==> config.mk <==
export PLATFORM = sky130hd
export DESIGN_NAME = button_press_classifier
export DESIGN_NICKNAME = d
export VERILOG_FILES = /design/src/rtl/button_pkg.sv /design/src/rtl/edge_detect.sv /design/src/rtl/button_press_classifier.sv
export SDC_FILE = /design/constraint.sdc
export NUM_CORES = 1
export LEC_CHECK = 0
export BUFFER_PORTS_ARGS = -buffer_cell sky130_fd_sc_hd__buf_2
export CELL_PAD_IN_SITES_DETAIL_PLACEMENT = 2
export CELL_PAD_IN_SITES_GLOBAL_PLACEMENT = 2
export CORE_MARGIN = 4
export CORE_UTILIZATION = 40
export CTS_CLUSTER_SIZE = 30
export DETAILED_ROUTE_END_ITERATION = 7
export PLACE_DENSITY = 0.89
export SLEW_MARGIN = 10
export SYNTH_ARGS = -nofsm -noshare
export SYNTH_HDL_FRONTEND = slang
export SYNTH_SLANG_ARGS = --single-unit
==> constraint.sdc <==
create_clock -name clk -period 3.1 [get_ports clk]
set_clock_uncertainty 0.2 [all_clocks]
set_input_delay 0.62 -clock clk [delete_from_list [all_inputs] [get_ports clk]]
set_output_delay 0.62 -clock clk [all_outputs]
set_load 0.02 [all_outputs]
==> src/rtl/button_pkg.sv <==
// Shared types and constants for the button gesture classifier and its downstream consumers.
package button_pkg;

  typedef enum logic [2:0] {
    IDLE           = 3'd0,
    PRESSED        = 3'd1,
    LONG_HELD      = 3'd2,
    WAIT_SECOND    = 3'd3,
    SECOND_PRESSED = 3'd4
  } state_t;

  // Event codes menu/mode logic can use when it packs the pulses into one field.
  localparam logic [1:0] EV_SHORT  = 2'd0;
  localparam logic [1:0] EV_LONG   = 2'd1;
  localparam logic [1:0] EV_DOUBLE = 2'd2;
  localparam logic [1:0] EV_REPEAT = 2'd3;

  function automatic int max3(input int a, input int b, input int c);
    int m;
    m = (a > b) ? a : b;
    return (m > c) ? m : c;
  endfunction

endpackage

==> src/rtl/edge_detect.sv <==
// Registered-history edge detector for an already-synchronous level; rise/fall are combinational.
module edge_detect (
  input  logic clk,
  input  logic reset,
  input  logic level,
  output logic rise,
  output logic fall
);

  logic prev_level;

  // NOTE: state registers use non-blocking assignments so every flop samples pre-edge values.
  always_ff @(posedge clk) begin
    if (reset) prev_level <= 1'b0;
    else       prev_level <= level;
  end

  assign rise = level & ~prev_level;
  assign fall = ~level & prev_level;

endmodule

==> src/rtl/button_press_classifier.sv <==
// Classifies debounced button gestures into short/long/double single-cycle pulses.
// Optional build macro BUTTON_AUTOREPEAT_EN adds the long_repeat auto-repeat output.
module button_press_classifier
  import button_pkg::*;
#(
  parameter int LONG_COUNTS       = 1000,
  parameter int DOUBLE_GAP_COUNTS = 300,
  parameter int REPEAT_COUNTS     = 200,
  parameter int CNT_W             = 16
) (
  input  logic clk,
  input  logic reset,
  input  logic button_level,
  output logic short_press,
  output logic long_press,
  output logic double_press,
`ifdef BUTTON_AUTOREPEAT_EN
  output logic long_repeat,
`endif
  output logic busy
);

  localparam logic [CNT_W-1:0] LONG_LAST = CNT_W'(LONG_COUNTS - 1);
  localparam logic [CNT_W-1:0] GAP_LAST  = CNT_W'(DOUBLE_GAP_COUNTS - 1);
  // The timer never needs to exceed the largest threshold, so it parks there instead of wrapping.
  localparam logic [CNT_W-1:0] TIMER_MAX =
    CNT_W'(max3(LONG_COUNTS, DOUBLE_GAP_COUNTS, REPEAT_COUNTS));
`ifdef BUTTON_AUTOREPEAT_EN
  localparam logic [CNT_W-1:0] REPEAT_LAST = CNT_W'(REPEAT_COUNTS - 1);
`endif

  logic rise, fall;

  state_t           state, state_nxt;
  logic [CNT_W-1:0] timer, timer_nxt, timer_inc;
  logic             short_nxt, long_nxt, double_nxt, busy_nxt;
`ifdef BUTTON_AUTOREPEAT_EN
  logic             repeat_nxt;
`endif

  edge_detect u_edge (
    .clk   (clk),
    .reset (reset),
    .level (button_level),
    .rise  (rise),
    .fall  (fall)
  );

  always_comb begin
    // NOTE: every value written here is defaulted first so no path can infer a latch.
    state_nxt  = state;
    timer_inc  = (timer == TIMER_MAX) ? timer : timer + CNT_W'(1);
    timer_nxt  = timer_inc;
    short_nxt  = 1'b0;
    long_nxt   = 1'b0;
    double_nxt = 1'b0;
`ifdef BUTTON_AUTOREPEAT_EN
    repeat_nxt = 1'b0;
`endif

    unique case (state)
      IDLE: begin
        timer_nxt = '0;
        if (rise) state_nxt = PRESSED;
      end
      PRESSED: begin
        // A release on the threshold cycle still counts as a short press.
        if (fall) begin
          state_nxt = WAIT_SECOND;
        end else if (button_level && timer == LONG_LAST) begin
          state_nxt = LONG_HELD;
          long_nxt  = 1'b1;
        end
      end
      LONG_HELD: begin
`ifdef BUTTON_AUTOREPEAT_EN
        if (fall) begin
          state_nxt = IDLE;
        end else if (timer == REPEAT_LAST) begin
          repeat_nxt = 1'b1;
          timer_nxt  = '0;
        end
`else
        timer_nxt = '0;
        if (fall) state_nxt = IDLE;
`endif
      end
      WAIT_SECOND: begin
        if (rise) begin
          state_nxt = SECOND_PRESSED;
        end else if (timer == GAP_LAST) begin
          state_nxt = IDLE;
          short_nxt = 1'b1;
        end
      end
      SECOND_PRESSED: begin
        timer_nxt = '0;
        if (fall) begin
          state_nxt  = IDLE;
          double_nxt = 1'b1;
        end
      end
      default: state_nxt = IDLE;
    endcase

    if (state_nxt != state) timer_nxt = '0;
    busy_nxt = (state_nxt != IDLE);
  end

  always_ff @(posedge clk) begin
    if (reset) begin
      state        <= IDLE;
      timer        <= '0;
      short_press  <= 1'b0;
      long_press   <= 1'b0;
      double_press <= 1'b0;
      busy         <= 1'b0;
`ifdef BUTTON_AUTOREPEAT_EN
      long_repeat  <= 1'b0;
`endif
    end else begin
      state        <= state_nxt;
      timer        <= timer_nxt;
      short_press  <= short_nxt;
      long_press   <= long_nxt;
      double_press <= double_nxt;
      busy         <= busy_nxt;
`ifdef BUTTON_AUTOREPEAT_EN
      long_repeat  <= repeat_nxt;
`endif
    end
  end

endmodule

==> impl_metrics.py, run 1 <==
metrics = {
    "outcome": {
        "status": "complete, no violations",
    },
    "yosys": {
        "yosys.cell_types.count": 52,
        "ys_seq_area_frac": 0.365,
        "netlist_instances": 141,
        "ys_ff_latch": 24,
        "syn_area_um2": 1320,
        "synth_flop_cell": "dfxtp_1",
        "yosys_warnings": 0,
        "async_flop_share": 0,
        "syn_area_per_cell_um2": 9.34,
        "synth_nets": 146,
        "synth_edf_count": 0,
    },
    "drt": {
        "first_pass_iters": 3,
        "initialDrtViolationCount": 35,
        "drtAntennaViolNets": 0,
        "vias": 1061,
        "drc_errors": 0,
        "avgViaCountPerCell": 5.67,
        "wl_per_cell_um": 17.5,
        "wl_um": 3280,
    },
    "critical_path": {
        "cpMaxStageDelayCell": "a211oi_4",
        "cp.required_ns": 3.09,
        "worstPathMaxFanout": 16,
        "cp.arrival_ns": 2.57,
        "crit_family": "compound AO/OA/AOI/OAI gates",
        "endpoint_kind": "flip-flop",
        "ff2ff_path_depth": 5,
        "worstPathCellList": "ha_1 > nor4b_1 > nand4_2 > a211oi_4 > nor3_1",
        "crit_buf_inv": 0,
        "crit_type": "flip-flop to flip-flop",
        "crit_cells": 5,
        "critical_path.max_stage_delay_ns": 0.73,
        "cp-start-kind": "flip-flop",
    },
    "final_layout": {
        "nNetsFinal": 149,
        "seq_area_um2": 480,
        "drive_gt1_frac": 0.175,
        "nFillCells": 360,
        "final_cell_mix": "dfxtp_1 (24), nor3_1 (16), xor2_1 (12)",
        "fin_util": 0.443,
        "multi_input_area_um2": 753,
        "antenna_cells": 0,
        "final_common_cell": "dfxtp_1",
        "area_growth_pct": 4.37,
        "final_area_um2": 1370,
    },
    "floorplanning": {
        "die_area_um2": 4270,
        "initial_core_util": 0.424,
        "die_h_um": 65.4,
        "die_x_um": 65.4,
        "core_area_um2": 3100,
        "io_pins": 7,
        "rows": 20,
    },
    "sta": {
        "fin_ws_ns": 0.519,
        "setup_viol": 0,
        "fmax_mhz": 388,
        "hold_viol": 0,
        "fin_setup_tns_ns": 0,
        "drv_slew": 0,
        "worst_pin_slew_ns": 0.745,
        "timing.final.crit_share": 0.832,
        "max_slew_margin": 0.502,
        "rsz0062_at_grt": "no",
        "period_needed_ns": 2.58,
    },
    "clocking": {
        "clock_path_buffers": 2,
        "cts_buffers": 3,
        "clockRootBuffer": "clkbuf_4",
        "clk_pin_slew_ns": 0.13,
        "worstSkewPairLatency_ns": 0.32,
        "h-tree-depth": 1,
        "ctsResizeCount": 0,
        "clkSinkCount": 24,
        "hold_buffers": 0,
        "cts_tree": "done",
        "post_cts_buffers": 0,
    },
    "global_route": {
        "antenna_found_initial": 0,
        "grt_overflow": 0,
        "grt_pass1_vias": 1175,
        "track_usage": 0.173,
        "grt_pass1_wl_um": 5710,
        "grt_max_degree": 17,
    },
    "power_and_ir_drop": {
        "irDropWorstVdd_v": 0.000170,
        "p_leak_nw": 0.479,
        "total_power_uw": 525,
        "power_density_nw_per_um2": 382,
    },
    "worst_hold_path": {
        "min_delay_path_depth": 2,
        "hp-class": "flip-flop to flip-flop",
    },
    "job": {
        "maxCapViolCount": 0,
    },
    "placement": {
        "port_buffers": 6,
        "place_hpwl_um": 2410,
        "dp_slack_ns": 0.559,
        "placed_cell_area_um2": 1340,
        "place_congestion": 0.833,
    },
}
[metal layers]
metal | vias up | GRT usage | wire length, um
met3 | 5 | 0.0205 | 37
met1 | 529 | 0.198 | 1430
met2 | 7 | 0.326 | 1750
met5 | - | 0 | 0
li1 | 520 | - | -
met4 | 0 | 0.0622 | 55
[worst reg2reg max path: cells and delay by family (launching register included)]
family | cells | cell delay (ns)
compound gates | 1 | 0.73
fa+ha+maj | 1 | 0.37
simple gates | 3 | 0.73
flops | 1 | 0.42
[cell usage after synthesis, types with 3 or more instances]
master | n | area share
a21oi_1 | 4 | 0.015
dfxtp_1 | 24 | 0.37
inv_1 | 3 | 0.0086
nand2_1 | 9 | 0.026
nand3_1 | 5 | 0.019
nand4_1 | 8 | 0.038
nor2_1 | 5 | 0.014
nor3_1 | 16 | 0.061
o21ai_0 | 3 | 0.011
xor2_1 | 12 | 0.080
[area by class of cell]
type / count / share of cell area
Clock buffer: 4 / 0.0264
Timing Repair Buffer: 7 / 0.0273
Sequential cell: 24 / 0.350
Tap cell: 44 / 0.0401
Inverter: 3 / 0.00820
Multi-Input combinational cell: 105 / 0.548
[path summary, 6_finish.rpt]
path,from,endpoint,slack [ns]
hold reg to reg,timer[15],timer[15],0.36
setup / recovery,timer[1],timer[4],0.52
setup reg to reg,timer[1],timer[4],0.52
hold / removal,timer[15],timer[15],0.36
[report_power, final]
part | internal, mW | leakage, nW | switching [mW] | total [mW]
registers | 0.313 | 0.194 | 0.00649 | 0.320
clock network | 0.0719 | 0.0210 | 0.0939 | 0.166
logic | 0.0144 | 0.264 | 0.0247 | 0.0390
total | 0.400 | 0.479 | 0.125 | 0.525
[logic make-up (layout without fill, tap and decap cells)]
logic type,count (synthesis),in the layout,synth area share
xor+xnor,13,13,0.0865
flops,24,24,0.365
simple gates,72,72,0.363
buf+inv,12,14,0.0627
fa+ha+maj,2,2,0.0190
mux,1,1,0.00760
compound gates,17,17,0.0960
[registers in the layout, summed over array words and instances, names as in the netlist]
| name | cells |
|---|---|
| short_press | 1 |
| state | 3 |
| u_edge.prev_level | 1 |
| long_press | 1 |
| busy | 1 |
| double_press | 1 |
| timer | 16 |
[through the flow]
step,hold slack [ns],instances
after global placement,0.324,183
after CTS,0.362,187
after global routing,0.368,187
after detailed placement,0.345,183
final,0.361,187
after floorplan,0.298,141
(Power assumes the default switching activity.)
==> run 2, diff against run 1 <==
ABC_AREA = 1   (was unset)
CORE_UTILIZATION = 31   (was 40)
PLACE_DENSITY = 0.82   (was 0.89)
clock period = 2.2 ns   (was 3.1 ns; I/O delays follow)
==> run 2 against run 1 <==
Effect of this change: clock power is 140% higher; core utilization down 7.5 points; highest routed layer unchanged; flip-flop and latch count stayed put; setup slack got worse by 0.27 ns; sequential power increased by 38%; combinational power increased by 34%; register-to-register slack worse by 0.27 ns; count of clock-buffer cells in the layout decreased by 1; die area rose by 28%; fmax is 32% higher.
==> impl_metrics.py, run 2 <==
metrics = {
    "critical_path": {
        "rr_endpoint": "timer[14]",
        "endpoint_kind": "flip-flop",
        "cp-start-kind": "flip-flop",
        "cpMaxStageDelayCell": "dfxtp_1",
        "cp_common_cell": "nand2_1",
        "cp.required_ns": 2.20,
        "worstPathCellList": "ha_1 > nand2_1 > nor2_1 > nand2_1 > nor2_2 > nand3_1 > nand2_1 > inv_1 > nor3_2",
        "regToRegSetupSlack_ns": 0.25,
        "crit_type": "flip-flop to flip-flop",
        "ff2ff_path_depth": 9,
        "critical_path.max_stage_delay_ns": 0.41,
        "worst_r2r_startpoint": "timer[0]",
        "worstPathMaxFanout": 4,
        "cp.arrival_ns": 1.95,
    },
    "job": {
        "maxCapViolCount": 0,
    },
    "final_layout": {
        "largest_reg_flops": 16,
        "drive_gt1_frac": 0.202,
        "regMostFlops": "timer",
        "final_cell_mix": "nand2_1 (36), nor2_1 (26), inv_1 (25)",
        "antenna_cells": 0,
        "nNetsFinal": 204,
        "final_area_um2": 1510,
        "nFillCells": 485,
        "reg_top3": "timer: 16 flops, state: 3 flops",
        "area_growth_pct": 11.9,
        "final_common_cell": "nand2_1",
    },
    "yosys": {
        "async_flop_share": 0,
        "synth_most_common_cell": "nand2_1",
        "ys_seq_area_frac": 0.356,
        "yosysTopAreaCell": "dfxtp_1",
        "yosys.cell_types.count": 22,
        "ys_ff_latch": 24,
        "syn_area_um2": 1350,
        "netlist_instances": 189,
        "syn_area_per_cell_um2": 7.15,
        "synthTopCellsByArea": "dfxtp_1 (36%), nand2_1 (10%), nor3_2 (7.4%), nor2_1 (7.2%), inv_1 (6.9%)",
        "synth_nets": 194,
        "synth_flop_cell": "dfxtp_1",
        "synth_edf_count": 0,
        "synth_top_cell_area_share": 0.356,
        "yosys_warnings": 0,
        "yosys-top-cells-count": "nand2_1 (36), nor2_1 (26), inv_1 (25), dfxtp_1 (24), nor3_1 (11)",
    },
    "clocking": {
        "clockRootBuffer": "clkbuf_8",
        "cts_tree": "done",
        "h-tree-depth": 1,
        "worstSkewPairLatency_ns": 0.28,
        "hold_buffers": 0,
        "clkSinkCount": 24,
        "clk_pin_slew_ns": 0.10,
        "cts_buffers": 3,
        "clock_path_buffers": 2,
    },
    "placement": {
        "place_hpwl_um": 2960,
        "dp_slack_ns": 0.154,
        "place_congestion": 0.887,
        "port_buffers": 6,
        "placed_cell_area_um2": 1420,
    },
    "drt": {
        "first_pass_iters": 4,
        "initialDrtViolationCount": 38,
        "vias": 1226,
        "drc_errors": 0,
        "avgViaCountPerCell": 4.94,
        "wl_per_cell_um": 15.6,
        "wl_um": 3880,
        "drtAntennaViolNets": 0,
    },
    "outcome": {
        "status": "complete, no violations",
    },
    "worst_hold_path": {
        "hold-path-endpoint": "u_edge.prev_level",
        "min_from": "button_level",
        "min_delay_path_depth": 3,
        "hp-class": "input pin to flip-flop",
    },
    "sta": {
        "worst_pin_slew_ns": 0.325,
        "max_slew_margin": 0.782,
        "drv_slew": 0,
        "timing.final.crit_share": 0.887,
        "fin_ws_ns": 0.249,
        "fin_setup_tns_ns": 0,
        "period_needed_ns": 1.95,
        "fmax_mhz": 513,
        "setup_viol": 0,
        "hold_viol": 0,
        "rsz0062_at_grt": "no",
    },
    "global_route": {
        "grt_max_degree": 17,
        "grt_overflow": 0,
        "track_usage": 0.158,
        "grt_pass1_wl_um": 6680,
        "antenna_found_initial": 0,
        "grt_pass1_vias": 1387,
    },
    "floorplanning": {
        "die_x_um": 74.0,
        "die_h_um": 74.0,
        "io_pins": 7,
        "rows": 23,
        "initial_core_util": 0.328,
        "die_area_um2": 5480,
        "core_area_um2": 4120,
    },
    "power_and_ir_drop": {
        "irDropWorstVdd_v": 0.000233,
        "p_leak_nw": 0.554,
        "total_power_uw": 897,
        "power_density_nw_per_um2": 594,
    },
}
==> run 2: changes by cell type after synthesis, sizes merged, moves of 4 or more <==
cell   previous run  this run
nand2             9        42
xor2             12         8
nor3             16        21
nand4             9         1
nand3             5         9
inv               3        30
nor2              5        32
and4              4         0
==> run 2: metal layers <==
layer	vias up	wire [um]	global-route usage
met1	604	1770	0.189
met3	4	64	0.0203
met5	-	0	0
met2	10	2010	0.297
li1	608	-	-
met4	0	34	0.0362
==> run 2: cell type report <==
cell class | count | area [um2] | share of cell area
clock buffer | 3 | 41.3 | 0.0273
clock inverter | 1 | 30.0 | 0.0199
inverter | 30 | 113 | 0.0745
multi-input combinational | 132 | 727 | 0.481
sequential | 24 | 480 | 0.318
tap | 50 | 62.6 | 0.0414
timing repair buffer | 8 | 57.6 | 0.0381
==> run 2: worst max-delay path by stage <==
stage | start | endpoint | slack (ns) | cells past startpoint
final | timer[0] | timer[14] | 0.25 | 9
after global routing | timer[0] | busy | 0.07 | 8
after CTS | timer[0] | timer[6] | 0.13 | 8
after detailed placement | timer[0] | timer[6] | 0.15 | 8
after global placement | timer[0] | timer[4] | 0.28 | 8
after floorplan | timer[0] | timer[0] | 0.52 | 9
==> run 2: cell families after synthesis <==
logic type                 count (synthesis)  share of synthesized area
DFF                                       24                      0.356
and+or+nand+nor                          108                      0.394
xor gates and xnor gates                  12                     0.0778
adders and majority gates                  2                     0.0185
AOI/OAI and AO/OA                         10                     0.0472
buffers and inverters                     33                      0.106
==> run 2: repair_timing <==
item	4_1_cts	5_1_grt
endpoints found under the hold margin	0	0
buffers inserted	0	1
resized for setup	0	0
endpoints found under the setup margin	0	6
==> run 2: metrics by stage <==
stage | util | hold slack, ns | cells
2_1_floorplan | - | 0.266 | 189
3_3_place_gp | 0.345 | 0.311 | 243
3_5_place_dp | 0.345 | 0.318 | 243
4_1_cts | 0.362 | 0.210 | 247
5_1_grt | 0.367 | 0.251 | 248
6_report | 0.367 | 0.206 | 248
==> run 2: worst max-delay path, delay by kind of cell, from the launching register on <==
family	cells	cell delay, ns
adder cells (fa/ha/maj)	1	0.24
AND/OR/NAND/NOR	7	0.97
flip-flops	1	0.41
buffers and inverters	1	0.04
==> run 2: where the power goes <==
part           leakage [nW]  internal (mW)  switching (mW)
registers             0.194          0.439         0.00354
clock network        0.0357          0.244           0.159
logic                 0.324         0.0159          0.0363
==> run 3, diff against run 2 <==
clock period = 1.7 ns   (was 2.2 ns; I/O delays follow)
==> run 3 against run 2 <==
Effect of this change: the flow now finishes with violations (setup timing); routed wire length increased by 44%; worst hold slack got worse by 0.057 ns; count of clock-buffer cells in the layout increased by 1; combinational power increased by 76%; core utilization increased by 7.9 points; register-to-register slack got worse by 0.38 ns; flip-flop and latch count unchanged; design area increased by 22%.
==> impl_metrics.py, run 3 (synthesis results as in run 2) <==
metrics = {
    "power_and_ir_drop": {
        "power_density_nw_per_um2": 593,
        "irDropWorstVdd_v": 0.000554,
        "p_leak_nw": 0.694,
    },
    "floorplanning": {
        "die_h_um": 74.0,
        "initial_core_util": 0.328,
        "die_x_um": 74.0,
        "die_area_um2": 5480,
        "core_area_um2": 4120,
        "rows": 23,
        "io_pins": 7,
    },
    "placement": {
        "port_buffers": 6,
        "placed_cell_area_um2": 1510,
        "place_congestion": 0.836,
        "dp.cells": 253,
        "place_hpwl_um": 3070,
    },
    "sta": {
        "worst_pin_slew_ns": 0.341,
        "setup_viol": 16,
        "hold_viol": 0,
        "fin_ws_ns": -0.131,
        "timing.final.crit_share": 1.08,
        "fmax_mhz": 546,
        "rsz0062_at_grt": "yes",
        "period_needed_ns": 1.83,
        "max_slew_margin": 0.770,
        "drv_slew": 0,
        "timing.hold.ws_ns": 0.149,
    },
    "critical_path": {
        "worstPathCellList": "ha_4 > nand2_4 > inv_2 > nand2_2 > nor2_4 > nand2_2 > nand2_2 > nand2_4 > o21ai_4 > clkbuf_16 > nor3_2",
        "crit_buf_inv": 2,
        "endpoint_kind": "flip-flop",
        "crit_type": "flip-flop to flip-flop",
        "cp.arrival_ns": 1.81,
        "regToRegSetupSlack_ns": -0.13,
        "worst_r2r_startpoint": "timer[0]",
        "rr_endpoint": "timer[2]",
        "cp-start-kind": "flip-flop",
        "cpMaxStageDelayCell": "dfxtp_2",
        "cp.required_ns": 1.68,
        "cp_common_cell": "nand2_2",
        "crit_family": "simple AND/OR/NAND/NOR gates",
        "worstPathMaxFanout": 8,
        "ff2ff_path_depth": 11,
        "critical_path.max_stage_delay_ns": 0.37,
    },
    "drt": {
        "avgViaCountPerCell": 5.07,
        "drtAntennaViolNets": 0,
        "vias": 1354,
        "wl_per_cell_um": 21.0,
        "wl_um": 5600,
        "first_pass_iters": 4,
        "drc_errors": 0,
        "initialDrtViolationCount": 63,
    },
    "final_layout": {
        "multi_input_area_um2": 891,
        "final_area_um2": 1840,
        "antenna_cells": 0,
        "area_growth_pct": 35.9,
        "final_cells": 267,
        "reg_top3": "timer: 16 flops, state: 3 flops",
        "regMostFlops": "timer",
        "largest_reg_flops": 16,
        "final_common_cell": "nand2_1",
        "final_cell_mix": "nand2_1 (27), inv_1 (24), buf_4 (19)",
        "nFillCells": 469,
        "nNetsFinal": 223,
        "drive_gt1_frac": 0.461,
        "seq_area_um2": 498,
    },
    "outcome": {
        "violations": "setup timing",
        "status": "complete, but fails checks",
    },
    "global_route": {
        "grt_max_degree": 14,
        "track_usage": 0.200,
        "grt_overflow": 0,
        "antenna_found_initial": 0,
        "grt_pass1_wl_um": 8200,
        "grt_pass1_vias": 1563,
    },
    "clocking": {
        "clkSinkCount": 24,
        "cts_buffers": 3,
        "clock_path_buffers": 2,
        "worstSkewPairLatency_ns": 0.28,
        "h-tree-depth": 1,
        "clk_pin_slew_ns": 0.10,
        "clockRootBuffer": "clkbuf_8",
        "cts_tree": "done",
    },
    "job": {
        "maxCapViolCount": 0,
    },
    "worst_hold_path": {
        "hp-class": "input pin to flip-flop",
        "min_from": "button_level",
        "hold-path-endpoint": "u_edge.prev_level",
        "min_delay_path_depth": 3,
    },
}
-- run 3: cell count changes in the layout (fill, tap and decap cells not counted), moves of 5 or more --
cell | previous run | this run
dfxtp_2 | 0 | 8
dfxtp_1 | 24 | 14
nor3_1 | 11 | 6
nand2_1 | 36 | 27
nand2_2 | 6 | 13
nor2_1 | 26 | 15
nor2_2 | 6 | 14
buf_4 | 1 | 19
-- run 3: cell type report --
type / instances / share of cell area
repair buffers: 27 / 0.119
multi-input cells: 132 / 0.485
inverters: 30 / 0.0613
well taps: 50 / 0.0341
clock buffers: 4 / 0.0300
flip-flops and latches: 24 / 0.271
-- run 3: per-stage QoR --
step                      TNS (ns)  setup WS, ns  utilization  power, mW
after detailed placement     -1.01       -0.0856        0.366      0.657
after global routing         -2.98        -0.205        0.446       1.13
after CTS                   -0.257       -0.0215        0.412       1.08
final                        -1.65        -0.131        0.446       1.09
after global placement    -0.00165      -0.00165        0.366      0.652
after floorplan                  0        0.0231            -      0.634
-- run 3: report_power, final --
group	total (mW)	internal, mW	switching, mW
clock network	0.425	0.208	0.217
registers	0.572	0.566	0.00577
logic	0.0917	0.0293	0.0624
total	1.09	0.803	0.285
-- run 3: worst reg2reg max path: cells and delay by family, from the launching register on --
kind	cells	cell delay (ns)
AND/OR/NAND/NOR	7	0.59
flip-flops	1	0.37
buffers and inverters	2	0.28
adder cells (fa/ha/maj)	1	0.18
AO/OA/AOI/OAI	1	0.12
-- run 3: worst max path at each step --
stage | start | to | slack [ns] | cells after the start
after global placement | timer[0] | busy | -0.002 | 8
after global routing | timer[10] | timer[2] | -0.21 | 9
after floorplan | timer[0] | timer[0] | 0.02 | 9
after detailed placement | timer[1] | timer[14] | -0.09 | 9
after CTS | timer[1] | timer[3] | -0.02 | 9
final | timer[0] | timer[2] | -0.13 | 11
-- run 3: repair_timing --
item	4_1_cts	5_1_grt
cloned	1	0
gates resized for setup	21	36
setup endpoints to repair	17	20
buffers inserted	6	3
hold buffers	0	0
pin swaps	7	6
-- run 3: layer usage --
metal	up-vias	GRT usage	part of all wire
met1	695	0.234	0.42
met5	-	0	0
met2	12	0.376	0.54
li1	641	-	-
met4	0	0.0543	0.019
met3	6	0.0297	0.019
